--- config.mk ---
export PLATFORM = sky130hd
export DESIGN_NAME = pu_cbus_master_flat
export DESIGN_NICKNAME = d
export VERILOG_FILES = /design/src/rtl/pu_cbus_master_if.sv /design/src/rtl/pu_cbus_master.sv /design/src/flat_wrapper.sv
export SDC_FILE = /design/constraint.sdc
export NUM_CORES = 1
export LEC_CHECK = 0
export BUFFER_PORTS_ARGS = -buffer_cell sky130_fd_sc_hd__buf_2
export CORE_AREA = 2 2 105 147
export CTS_CLUSTER_SIZE = 20
export DETAILED_ROUTE_END_ITERATION = 10
export DIE_AREA = 0 0 107 149
export PLACE_DENSITY = 0.81
export SYNTH_ARGS = -nofsm -noshare
export SYNTH_HDL_FRONTEND = slang
export SYNTH_SLANG_ARGS = --single-unit
--- constraint.sdc ---
create_clock -name clk -period 1.84 [get_ports clk]
set_clock_uncertainty 0.15 [all_clocks]
set_input_delay 0.276 -clock clk [delete_from_list [all_inputs] [get_ports clk]]
set_output_delay 0.276 -clock clk [all_outputs]
set_load 0.02 [all_outputs]
--- src/rtl/pu_cbus_master_if.sv ---
// rtl/pu_cbus_master_if.sv - cache-bus signal bundle between the pu bus master and the cache bus
interface pu_cbus_master_if #(
  parameter int ADDR_W = 32,
  parameter int DATA_W = 32,
  parameter int BE_W   = DATA_W / 8
);
  logic              cbus_req;
  logic              cbus_grt;
  logic [1:0]        cbus_cmd;
  logic [ADDR_W-1:0] cbus_addr;
  logic [BE_W-1:0]   cbus_wr_data_be;
  logic [DATA_W-1:0] cbus_wr_data;
  logic              cbus_rdy;
  logic [DATA_W-1:0] cbus_rd_data;

  modport master (
    output cbus_req, cbus_cmd, cbus_addr, cbus_wr_data_be, cbus_wr_data,
    input  cbus_grt, cbus_rdy, cbus_rd_data
  );

  modport slave (
    input  cbus_req, cbus_cmd, cbus_addr, cbus_wr_data_be, cbus_wr_data,
    output cbus_grt, cbus_rdy, cbus_rd_data
  );
endinterface

--- src/rtl/pu_cbus_master.sv ---
// rtl/pu_cbus_master.sv - processor-side cache-bus master: burst line fill, non-cached read, byte-enabled write
module pu_cbus_master #(
  parameter int ADDR_W    = 32,
  parameter int DATA_W    = 32,
  parameter int BE_W      = DATA_W / 8,
  parameter int BURST_LEN = 4,
  parameter int BEAT_W    = (BURST_LEN > 1) ? $clog2(BURST_LEN) : 1
) (
  input  logic              clk,
  input  logic              rst,
  output logic              busy,
  input  logic              req,
  input  logic              we,
  input  logic              nc,
  input  logic [ADDR_W-1:0] addr,
  input  logic [DATA_W-1:0] wr_data,
  input  logic [BE_W-1:0]   wr_be,
  output logic              ack,
  output logic              rd_valid,
  output logic [BEAT_W-1:0] rd_beat,
  output logic [DATA_W-1:0] rd_data,
  pu_cbus_master_if.master  cbus
);

  localparam logic [1:0] CMD_NO = 2'd0;
  localparam logic [1:0] CMD_RD = 2'd1;
  localparam logic [1:0] CMD_RN = 2'd2;
  localparam logic [1:0] CMD_WR = 2'd3;

  // Byte offset bits inside one cache line; cleared for line-fill addresses.
  localparam logic [ADDR_W-1:0] LINE_MASK = ADDR_W'(BURST_LEN * BE_W - 1);
  localparam logic [BEAT_W-1:0] LAST_BEAT = BEAT_W'(BURST_LEN - 1);

  typedef enum logic [1:0] {IDLE, REQ, XFER, DONE} state_t;

  state_t            state;
  logic              l_we;
  logic              l_nc;
  logic [ADDR_W-1:0] l_addr;
  logic [DATA_W-1:0] l_wr_data;
  logic [BE_W-1:0]   l_wr_be;
  logic [BEAT_W-1:0] beat_cnt;
  logic              last_beat;

  // Busy covers the request cycle itself so the core sees it before the bus is requested.
  assign busy = (state == IDLE && req) || (state != IDLE);

  // Only line fills need more than one beat; the issued command is the registered bus command.
  assign last_beat = (cbus.cbus_cmd != CMD_RD) || (beat_cnt == LAST_BEAT);

  // Transaction sequencer: latch request, arbitrate, collect beats, then release the bus.
  always_ff @(posedge clk) begin
    if (rst) begin
      state                <= IDLE;
      l_we                 <= 1'b0;
      l_nc                 <= 1'b0;
      l_addr               <= '0;
      l_wr_data            <= '0;
      l_wr_be              <= '0;
      beat_cnt             <= '0;
      ack                  <= 1'b0;
      rd_valid             <= 1'b0;
      rd_beat              <= '0;
      rd_data              <= '0;
      cbus.cbus_req        <= 1'b0;
      cbus.cbus_cmd        <= CMD_NO;
      cbus.cbus_addr       <= '0;
      cbus.cbus_wr_data_be <= '0;
      cbus.cbus_wr_data    <= '0;
    end else begin
      case (state)
        IDLE: begin
          if (req) begin
            l_we          <= we;
            l_nc          <= nc;
            l_addr        <= addr;
            l_wr_data     <= wr_data;
            l_wr_be       <= wr_be;
            cbus.cbus_req <= 1'b1;
            state         <= REQ;
          end
        end
        REQ: begin
          if (cbus.cbus_grt) begin
            if (l_we) begin
              cbus.cbus_cmd        <= CMD_WR;
              cbus.cbus_addr       <= l_addr;
              cbus.cbus_wr_data    <= l_wr_data;
              cbus.cbus_wr_data_be <= l_wr_be;
            end else if (l_nc) begin
              cbus.cbus_cmd        <= CMD_RN;
              cbus.cbus_addr       <= l_addr;
              cbus.cbus_wr_data    <= '0;
              cbus.cbus_wr_data_be <= '0;
            end else begin
              cbus.cbus_cmd        <= CMD_RD;
              cbus.cbus_addr       <= l_addr & ~LINE_MASK;
              cbus.cbus_wr_data    <= '0;
              cbus.cbus_wr_data_be <= '0;
            end
            state <= XFER;
          end
        end
        XFER: begin
          if (cbus.cbus_rdy) begin
            if (cbus.cbus_cmd != CMD_WR) begin
              rd_valid <= 1'b1;
              rd_data  <= cbus.cbus_rd_data;
              rd_beat  <= beat_cnt;
            end else begin
              rd_valid <= 1'b0;
            end
            if (last_beat) begin
              ack      <= 1'b1;
              beat_cnt <= '0;
              state    <= DONE;
            end else begin
              beat_cnt <= beat_cnt + 1'b1;
            end
          end else begin
            rd_valid <= 1'b0;
          end
        end
        DONE: begin
          cbus.cbus_req        <= 1'b0;
          cbus.cbus_cmd        <= CMD_NO;
          cbus.cbus_addr       <= '0;
          cbus.cbus_wr_data    <= '0;
          cbus.cbus_wr_data_be <= '0;
          ack                  <= 1'b0;
          rd_valid             <= 1'b0;
          rd_data              <= '0;
          state                <= IDLE;
        end
        default: state <= IDLE;
      endcase
    end
  end

endmodule

--- src/flat_wrapper.sv ---
// flat-port wrapper written by rule: the top's interface ports become plain ports
module pu_cbus_master_flat 
#(
  parameter int ADDR_W    = 32,
  parameter int DATA_W    = 32,
  parameter int BE_W      = DATA_W / 8,
  parameter int BURST_LEN = 4,
  parameter int BEAT_W    = (BURST_LEN > 1) ? $clog2(BURST_LEN) : 1
)
  (clk, rst, busy, req, we, nc, addr, wr_data, wr_be, ack, rd_valid, rd_beat, rd_data, cbus_cbus_req, cbus_cbus_cmd, cbus_cbus_addr, cbus_cbus_wr_data_be, cbus_cbus_wr_data, cbus_cbus_grt, cbus_cbus_rdy, cbus_cbus_rd_data);
  pu_cbus_master_if #(.ADDR_W(ADDR_W), .DATA_W(DATA_W), .BE_W(BE_W)) cbus_i ();
  input  logic clk;
  input  logic rst;
  output logic busy;
  input  logic req;
  input  logic we;
  input  logic nc;
  input  logic [ADDR_W-1:0] addr;
  input  logic [DATA_W-1:0] wr_data;
  input  logic [BE_W-1:0] wr_be;
  output logic ack;
  output logic rd_valid;
  output logic [BEAT_W-1:0] rd_beat;
  output logic [DATA_W-1:0] rd_data;
  output wire logic [$bits(cbus_i.cbus_req)-1:0] cbus_cbus_req;
  output wire logic [$bits(cbus_i.cbus_cmd)-1:0] cbus_cbus_cmd;
  output wire logic [$bits(cbus_i.cbus_addr)-1:0] cbus_cbus_addr;
  output wire logic [$bits(cbus_i.cbus_wr_data_be)-1:0] cbus_cbus_wr_data_be;
  output wire logic [$bits(cbus_i.cbus_wr_data)-1:0] cbus_cbus_wr_data;
  input wire logic [$bits(cbus_i.cbus_grt)-1:0] cbus_cbus_grt;
  input wire logic [$bits(cbus_i.cbus_rdy)-1:0] cbus_cbus_rdy;
  input wire logic [$bits(cbus_i.cbus_rd_data)-1:0] cbus_cbus_rd_data;
  assign cbus_cbus_req = cbus_i.cbus_req;
  assign cbus_cbus_cmd = cbus_i.cbus_cmd;
  assign cbus_cbus_addr = cbus_i.cbus_addr;
  assign cbus_cbus_wr_data_be = cbus_i.cbus_wr_data_be;
  assign cbus_cbus_wr_data = cbus_i.cbus_wr_data;
  assign cbus_i.cbus_grt = cbus_cbus_grt;
  assign cbus_i.cbus_rdy = cbus_cbus_rdy;
  assign cbus_i.cbus_rd_data = cbus_cbus_rd_data;
  pu_cbus_master #(.ADDR_W(ADDR_W), .DATA_W(DATA_W), .BE_W(BE_W), .BURST_LEN(BURST_LEN), .BEAT_W(BEAT_W)) u_core (.clk(clk), .rst(rst), .busy(busy), .req(req), .we(we), .nc(nc), .addr(addr), .wr_data(wr_data), .wr_be(wr_be), .ack(ack), .rd_valid(rd_valid), .rd_beat(rd_beat), .rd_data(rd_data), .cbus(cbus_i));
endmodule
# ---- Word-level counts from Yosys, hierarchy flattened
# Cells that the tools add are included.
dict set report totals {
  reg_bits 181
  inputBits 107
  output_inout_bits 108
  word_cells 75
}
dict set report op_classes {
  n_addsub 1
  n_eq_ne 11
  n_mux 31
  reduce_logical 16
}
# cell count
set op_table {}
lappend op_table {{one-hot mux 32 bit (2 select lines)} 3}
lappend op_table {{2-to-1 mux 32 bit} 5}
lappend op_table {{2-to-1 mux 2 bit} 8}
lappend op_table {{2-to-1 mux 4 bit} 4}
lappend op_table {{AND reduction 3 bit} 3}
lappend op_table {{inequality test 2 bit (second input constant)} 4}
lappend op_table {{one-hot mux 2 bit (4 select lines)} 1}
lappend op_table {{one-hot mux 4 bit (2 select lines)} 1}
lappend op_table {{AND reduction 2 bit} 4}
lappend op_table {{nonzero test 2 bit} 4}
lappend op_table {{== test 2 bit (second input constant)} 3}
lappend op_table {{inequality test 2 x 1 -> 1 bit (second input constant)} 3}
lappend op_table {{one-hot mux 1 bit (2 select lines)} 3}
lappend op_table {{2-to-1 mux 1 bit} 5}
lappend op_table {{one-hot mux 2 bit (2 select lines)} 1}
lappend op_table {{AND reduction 4 bit} 1}
lappend op_table {{adder 2 x 1 -> 2 bit (second input constant)} 1}
lappend op_table {{== test 2 x 1 -> 1 bit (second input constant)} 1}
lappend op_table {{logical NOT 2 bit} 1}
lappend op_table {{logical OR 1 bit} 2}
lappend op_table {{logical AND 1 bit} 1}

# ---- Longest topological paths before layout
# Gate-level depths: netlist of run 1.
dict set report depth {
  word_depth 5
  depth_mapped 8
}

# ---- Least setup slack after synthesis of run 1
# Ideal clock, no wire load.
dict set report synth_timing {
  path_kind {register to register}
  from {register u_core.state[1]}
  to {register u_core.cbus.cbus_addr[13]}
  arrival_time_ps 1512
  t_required_ps 1625
  slack_ps 113
  stages_incl_launch_ff 7
  period_less_slack_ps 1727
  cell_sequence {dfxtp_1 > inv_1 > ha_1 > mux2i_4 > clkbuf_1 > a21oi_1 > nor2_1}
}
dict set report synth_via {
  elab_chain_cells 3
  elab_cells_between_ends 6
}
# element line_no
set synth_lines {}
lappend synth_lines {{start, declared} pu_cbus_master.sv:36} ;# state_t state;
lappend synth_lines {{start signal, assigned} pu_cbus_master.sv:54} ;# state <= IDLE;
lappend synth_lines {{start signal, assigned} pu_cbus_master.sv:80} ;# state <= REQ;
lappend synth_lines {{start signal, assigned} pu_cbus_master.sv:101} ;# state <= XFER;
lappend synth_lines {{== test 2 x 1 -> 1 bit or == test 2 bit (tied branches)} pu_cbus_master.sv:71} ;# case (state)
lappend synth_lines {{inequality test 2 bit (no source line) or nonzero test 2 bit (tied branches)} -}
lappend synth_lines {{AND reduction 2 bit (no source line)} -}
lappend synth_lines {{end signal, assigned} pu_cbus_master.sv:87} ;# cbus.cbus_addr <= l_addr;
lappend synth_lines {{end signal, assigned} pu_cbus_master.sv:92} ;# cbus.cbus_addr <= l_addr;
lappend synth_lines {{end signal, assigned} pu_cbus_master.sv:97} ;# cbus.cbus_addr <= l_addr & ~LINE_MASK;
lappend synth_lines {{end, declared} pu_cbus_master_if.sv:17} ;# output cbus_req, cbus_cmd, cbus_addr, cbus_wr_data_be, cbus_wr_data,
# Parallel ways exist; a longest one is shown, timed or not.
# A chain may end at the register's enable or synchronous reset.

# ---- Worst setup path after layout of run 1
dict set report layout_timing {
  from {register u_core.state[0]}
  to {register u_core.cbus.cbus_addr[31]}
}
# Same word-level chain as after synthesis.

==> results.cfg, run 1 <==
[global_routing]
antenna_found_initial = 0
grt_pass1_vias = 5859
grt_max_degree = 100
grt.total_usage_pct = 22.92
grt_pass1_wl_mm = 28.73
gr-total-overflow = 0

[sta]
setup_violations = 1
slew_viol_final = 0
grt_setup_unrepaired = true
max-slew-margin-rel_pct = 69.58
min_period_over_period_pct = 100.5
setup_slack_ps = -9.525
fmax_mhz = 540.7
worst_pin_slew_ps = 455.3
min_period_ps = 1850
hold_viol_final = 0
finalSetupTns_ps = -9.525

[pwr]
leakage_nw = 4.240
ir_drop_uv = 658.8
p_per_area_mw_per_mm2 = 1113

[placement]
dp_hpwl_mm = 10.67
gp_congestion = 0.7868
port-buffer-count = 214
placed_area_mm2 = 0.007796

[route]
drt_wl_total_mm = 19.61
drt_pass1_iterations = 5
routed_via_density = 5.127
route.detailed.drc = 0
vias = 6086
wl_per_cell_um = 16.52
first_iter_violations = 325
drtAntennaViolNets = 0

[layout]
final_cell_mix = buf_2, dfxtp_1, nand2_1
nFillCells = 1121
n_antenna_cell = 0
final_common_cell = buf_2
syn_to_final_growth_pct = 48.22
drive_gt1_share_pct = 33.17
final_nets = 1096
stdcell_area_mm2 = 0.009603

[yosys]
yosys.area_share.adder_pct = 1.159
synth-simple-area-share_pct = 18.33
synth_mux_area_share_pct = 0.5021
synth_top_family_by_area = compound AO/OA/AOI/OAI gates
syn_area_mm2 = 0.006479
yosys_warnings = 0
ys_ff_latch = 181
syn_area_per_cell_um2 = 9.757
netlist_top_cells_area = dfxtp_1, a22o_1, nand2_1
netlist-cell-type-count = 38
yosysSeqAreaShare_pct = 55.93
synthCells = 664
synth_compound_gate_area_share_pct = 19.18
synth_xor_area_share_pct = 0
synth_top_area_share_pct = 55.93
syn_nets = 777
yosys.area.top_type = dfxtp_1

[critical_path]
crit_type = register to register
critical_path.endpoint_type = register
slowest_delay_ps = 340
crit_fanout = 8
startpoint_type = register
critPathArrivalTime_ps = 1990
cpMaxStageDelayCell = dfxtp_2
cp.required_ps = 1980
path_cells = buf_6 > ha_4 > buf_8 > mux2i_4 > buf_6 > buf_12 > nor3b_1 > a21oi_1 > nor2_1
crit_top_cell = buf_6

[floorplanning]
rows = 53
die_area_mm2 = 0.01594
die_h_um = 149
ios = 215
dieWidth_um = 107
initial_utilization_pct = 43.81
core_mm2 = 0.01479

[outcome]
violations = setup timing
status = finished with violations

[flow_run]
max-cap-violations = 0

[clock_tree]
cts_root_buf = clkbuf_16
cts_buffers = 17
clkTransAtPathRegs_ps = 70
cts.sinks = 181
cts.path.max_buffers = 2
cts_tree = built
htreeDepth = 4
clk_latency_ps = 410

[worst_hold_path]
hold_class = input port to register
through the flow:
step / cells / hold WS (ps) / utilization [%] / total power (W) / worst slack [ps]
final: 1187 / 225.7 / 64.94 / 0.01069 / -9.525
after global routing: 1187 / 256.3 / 64.94 / 0.01117 / -50.60
after CTS: 1177 / 218.1 / 63.73 / 0.01046 / -25.17
after detailed placement: 1041 / 293.3 / 52.72 / 0.006886 / -102.9
after global placement: 1041 / 287.1 / 52.72 / 0.006827 / -8.123
after floorplan: 664 / 258.6 / - / 0.006103 / 112.8
path summary, 6_finish.rpt:
kind / from / slack [ps] / depth (start not counted) / end
hold / removal: req / 230 / 5 / u_core.cbus.cbus_req
setup / recovery: u_core.state[0] / -10 / 9 / u_core.cbus.cbus_addr[31]
setup reg to reg: u_core.state[0] / -10 / 9 / u_core.cbus.cbus_addr[31]
hold reg to reg: u_core.l_addr[22] / 300 / 2 / u_core.l_addr[22]
worst max-delay path: cells and delay by family (launching register included):
| kind | cells | cell delay, ps |
|---|---|---|
| buf+inv | 4 | 540 |
| flops | 1 | 340 |
| mux | 1 | 240 |
| fa+ha+maj | 1 | 170 |
| compound gates | 1 | 170 |
| simple gates | 2 | 110 |
timing repair:
item,4_1_cts,5_1_grt
endpoints found under the setup margin,36,61
hold endpoints to repair,104,0
pin swaps,0,2
gates cloned,0,3
setup buffers,1,8
hold buffers,104,0
gates resized for setup,11,14
state kept, by name, summed over array words and instances (netlist names), 4 cells and up:
name,cells
u_core.cbus.cbus_addr,32
u_core.cbus.cbus_wr_data,32
u_core.cbus.cbus_wr_data_be,4
u_core.l_addr,32
u_core.l_wr_be,4
u_core.l_wr_data,32
u_core.rd_data,32
power by group:
part           total [W]  switching (W)  internal (W)  leakage [nW]
clock network    0.00334        0.00154       0.00180         0.267
registers        0.00455       0.000233       0.00432          1.47
logic            0.00280        0.00159       0.00121          2.50
kinds of logic (layout without fill, tap and decap cells):
| kind of cell | count (synthesis) | after routing |
|---|---|---|
| fa+ha+maj | 6 | 6 |
| buf+inv | 57 | 388 |
| mux | 2 | 2 |
| compound gates | 188 | 188 |
| flops | 181 | 181 |
| simple gates | 230 | 230 |
Yosys cell counts:
cell type  instances
dfxtp_1          181
a21o_4             1
a22oi_1            1
nand3_1            3
nand2b_1           2
nor3b_2           27
inv_1              6
ha_1               6
nor4_1             1
a21oi_1          107
a211oi_1           3
nor3_2             1
a21o_1             1
nor3b_1            3
and2_1             1
a21boi_1           1
buf_4              2
o211a_2            1
o21ai_2            1
nor4_2             1
buf_1              5
nor3b_4            1
a41o_1             1
mux2i_4            1
nor2_1            35
buf_6             11
buf_2             11
nor3_4             1
a22o_1            69
mux2i_1            1
o21ai_1            1
nand2_1          149
a31o_2             1
nor2b_4            1
clkbuf_1          22
nand2_2            2
nand4_1            1
nor2b_1            1
metal layers:
metal	global-route usage, %	vias up	share of wire [%]
li1	-	2925	-
met1	24.52	2860	38
met2	41.88	235	53
met3	4.587	66	4.5
met4	12.34	0	4.4
met5	0	-	0
final cells by class:
cell class	instances	area, µm²	share of cell area [%]
sequential	181	3628	37.79
multi-input combinational	426	2608	27.15
timing repair buffer	351	2569	26.75
clock buffer	20	456.7	4.756
tap	192	240.2	2.502
clock inverter	11	76.32	0.7948
inverter	6	25.02	0.2606
Power figures use the tool's default switching activity.
==> run 2: changes to the inputs <==
--- a/config.mk
+++ b/config.mk
@@ -11,6 +11,7 @@
 export DETAILED_ROUTE_END_ITERATION = 10
 export DIE_AREA = 0 0 107 149
 export PLACE_DENSITY = 0.81
+export REMOVE_ABC_BUFFERS = 1
 export SYNTH_ARGS = -nofsm -noshare
 export SYNTH_HDL_FRONTEND = slang
 export SYNTH_SLANG_ARGS = --single-unit
==> run 2 against run 1 <==
Compared with the run above: first-iteration DRC count increased by 9.8%; the run now ends clean; worst hold slack got worse by 200 ps; sequential share of layout area decreased by 0.67 points; largest cell class unchanged.
==> results.cfg, run 2 (same netlist as run 1, synthesis figures left out) <==
[sta]
setup_violations = 0
min_period_over_period_pct = 99.68
grt_setup_unrepaired = true
fmax_mhz = 545.2
min_period_ps = 1834
worst_pin_slew_ps = 664.4
slew_viol_final = 0
hold_viol_final = 0
max-slew-margin-rel_pct = 55.71

[floorplanning]
rows = 53
die_area_mm2 = 0.01594
die_h_um = 149
dieWidth_um = 107
initial_utilization_pct = 43.81
ios = 215
core_mm2 = 0.01479

[global_routing]
grt_pass1_vias = 6363
grt_pass1_wl_mm = 30.79
antenna_found_initial = 0
grt.total_usage_pct = 24.50
gr-total-overflow = 0
grt_max_degree = 63

[outcome]
status = completed

[placement]
dp_hpwl_mm = 10.91
gp_congestion = 0.7912
port-buffer-count = 214

[pwr]
leakage_nw = 4.319
ir_drop_uv = 695.1
power_w = 0.01117
p_per_area_mw_per_mm2 = 1142

[flow_run]
max-cap-violations = 0

[clock_tree]
clkTransAtPathRegs_ps = 70
cts_root_buf = clkbuf_16
htreeDepth = 4
cts_tree = built
clk_latency_ps = 430
cts_buffers = 17
cts.sinks = 181
cts.path.max_buffers = 2

[critical_path]
slowest_delay_ps = 370
critical_path.endpoint_type = register
crit_fanout = 8
crit_type = register to register
cp.required_ps = 2060
crit_top_cell = buf_6
path_cells = buf_6 > inv_8 > ha_4 > nand2_4 > a21o_4 > nor3_4 > buf_6 > clkbuf_16 > a22o_1
critPathArrivalTime_ps = 2060
startpoint_type = register
cpMaxStageDelayCell = dfxtp_4

[layout]
final_nets = 1109
syn_to_final_growth_pct = 50.91
nFillCells = 1103
final_cell_mix = buf_2, dfxtp_1, nand2_1
fin_util_pct = 66.11
final_common_cell = buf_2
n_antenna_cell = 0
drive_gt1_share_pct = 34.69

[worst_hold_path]
hold_class = input port to register

[route]
vias = 6239
routed_via_density = 5.195
drtAntennaViolNets = 0
wl_per_cell_um = 16.94
drt_wl_total_mm = 20.35
drt_pass1_iterations = 5
route.detailed.drc = 0
first_iter_violations = 357
[run 2: changes by cell type in the layout (fill, tap and decap cells not counted), sizes merged, moves of 2 or more]
cell,before,now
bufinv,0,2
buf,244,258
clkinv,7,3
inv,9,11
[run 2: critical path, delay by kind of cell (launching register included)]
| family | cells | cell delay [ps] |
|---|---|---|
| buf+inv | 4 | 520 |
| simple gates | 2 | 250 |
| compound gates | 2 | 340 |
| fa+ha+maj | 1 | 150 |
| flops | 1 | 370 |
[run 2: per-layer routing]
layer  routed length, µm  global-route usage [%]
met3                1009                   5.941
met5                   0                       0
met4                 878                   13.90
met1                7713                   25.91
met2               10750                   44.01
[run 2: timing repair]
item                                    4_1_cts  5_1_grt
gates resized for setup                      11       31
pin swaps                                     1        6
buffers inserted                              4       14
endpoints found under the setup margin       87       88
hold endpoints to repair                    103        0
hold buffers                                103        0
cloned                                        4        3
[run 2: through the flow]
step,hold slack (ps),cell area (µm²),setup WS [ps],TNS [ps],cells
4_1_cts,16.62,9593,-43.92,-161.9,1188
2_1_floorplan,195.1,6183,-1385,-157240,613
5_1_grt,22.73,9777,-36.17,-612.8,1201
6_report,29.22,9777,5.822,0,1201
3_5_place_dp,293.9,7794,-110.2,-5191,1045
3_3_place_gp,285.1,7794,-87.99,-2973,1045
[run 2: path summary, 6_finish.rpt]
kind | start | slack, ps | depth (start not counted) | to
setup reg to reg | u_core.state[0] | 6 | 9 | u_core.rd_data[9]
hold / removal | rst | 30 | 2 | u_core.cbus.cbus_wr_data[30]
setup / recovery | u_core.state[0] | 6 | 9 | u_core.rd_data[9]
hold reg to reg | u_core.cbus.cbus_wr_data[30] | 300 | 2 | u_core.cbus.cbus_wr_data[30]
[run 2: cell type report]
cell class	instances	area [µm²]	area share [%]
multi-input combinational	427	2654	27.14
inverter	6	30.03	0.3071
sequential	181	3628	37.11
clock buffer	20	456.7	4.671
clock inverter	12	140.1	1.433
timing repair buffer	363	2628	26.87
tap	192	240.2	2.457
[run 2: report_power, final]
group | switching, W | internal (W) | leakage, nW | total [W]
clock network | 0.00158 | 0.00210 | 0.290 | 0.00368
logic | 0.00167 | 0.00126 | 2.56 | 0.00293
registers | 0.000233 | 0.00432 | 1.47 | 0.00455
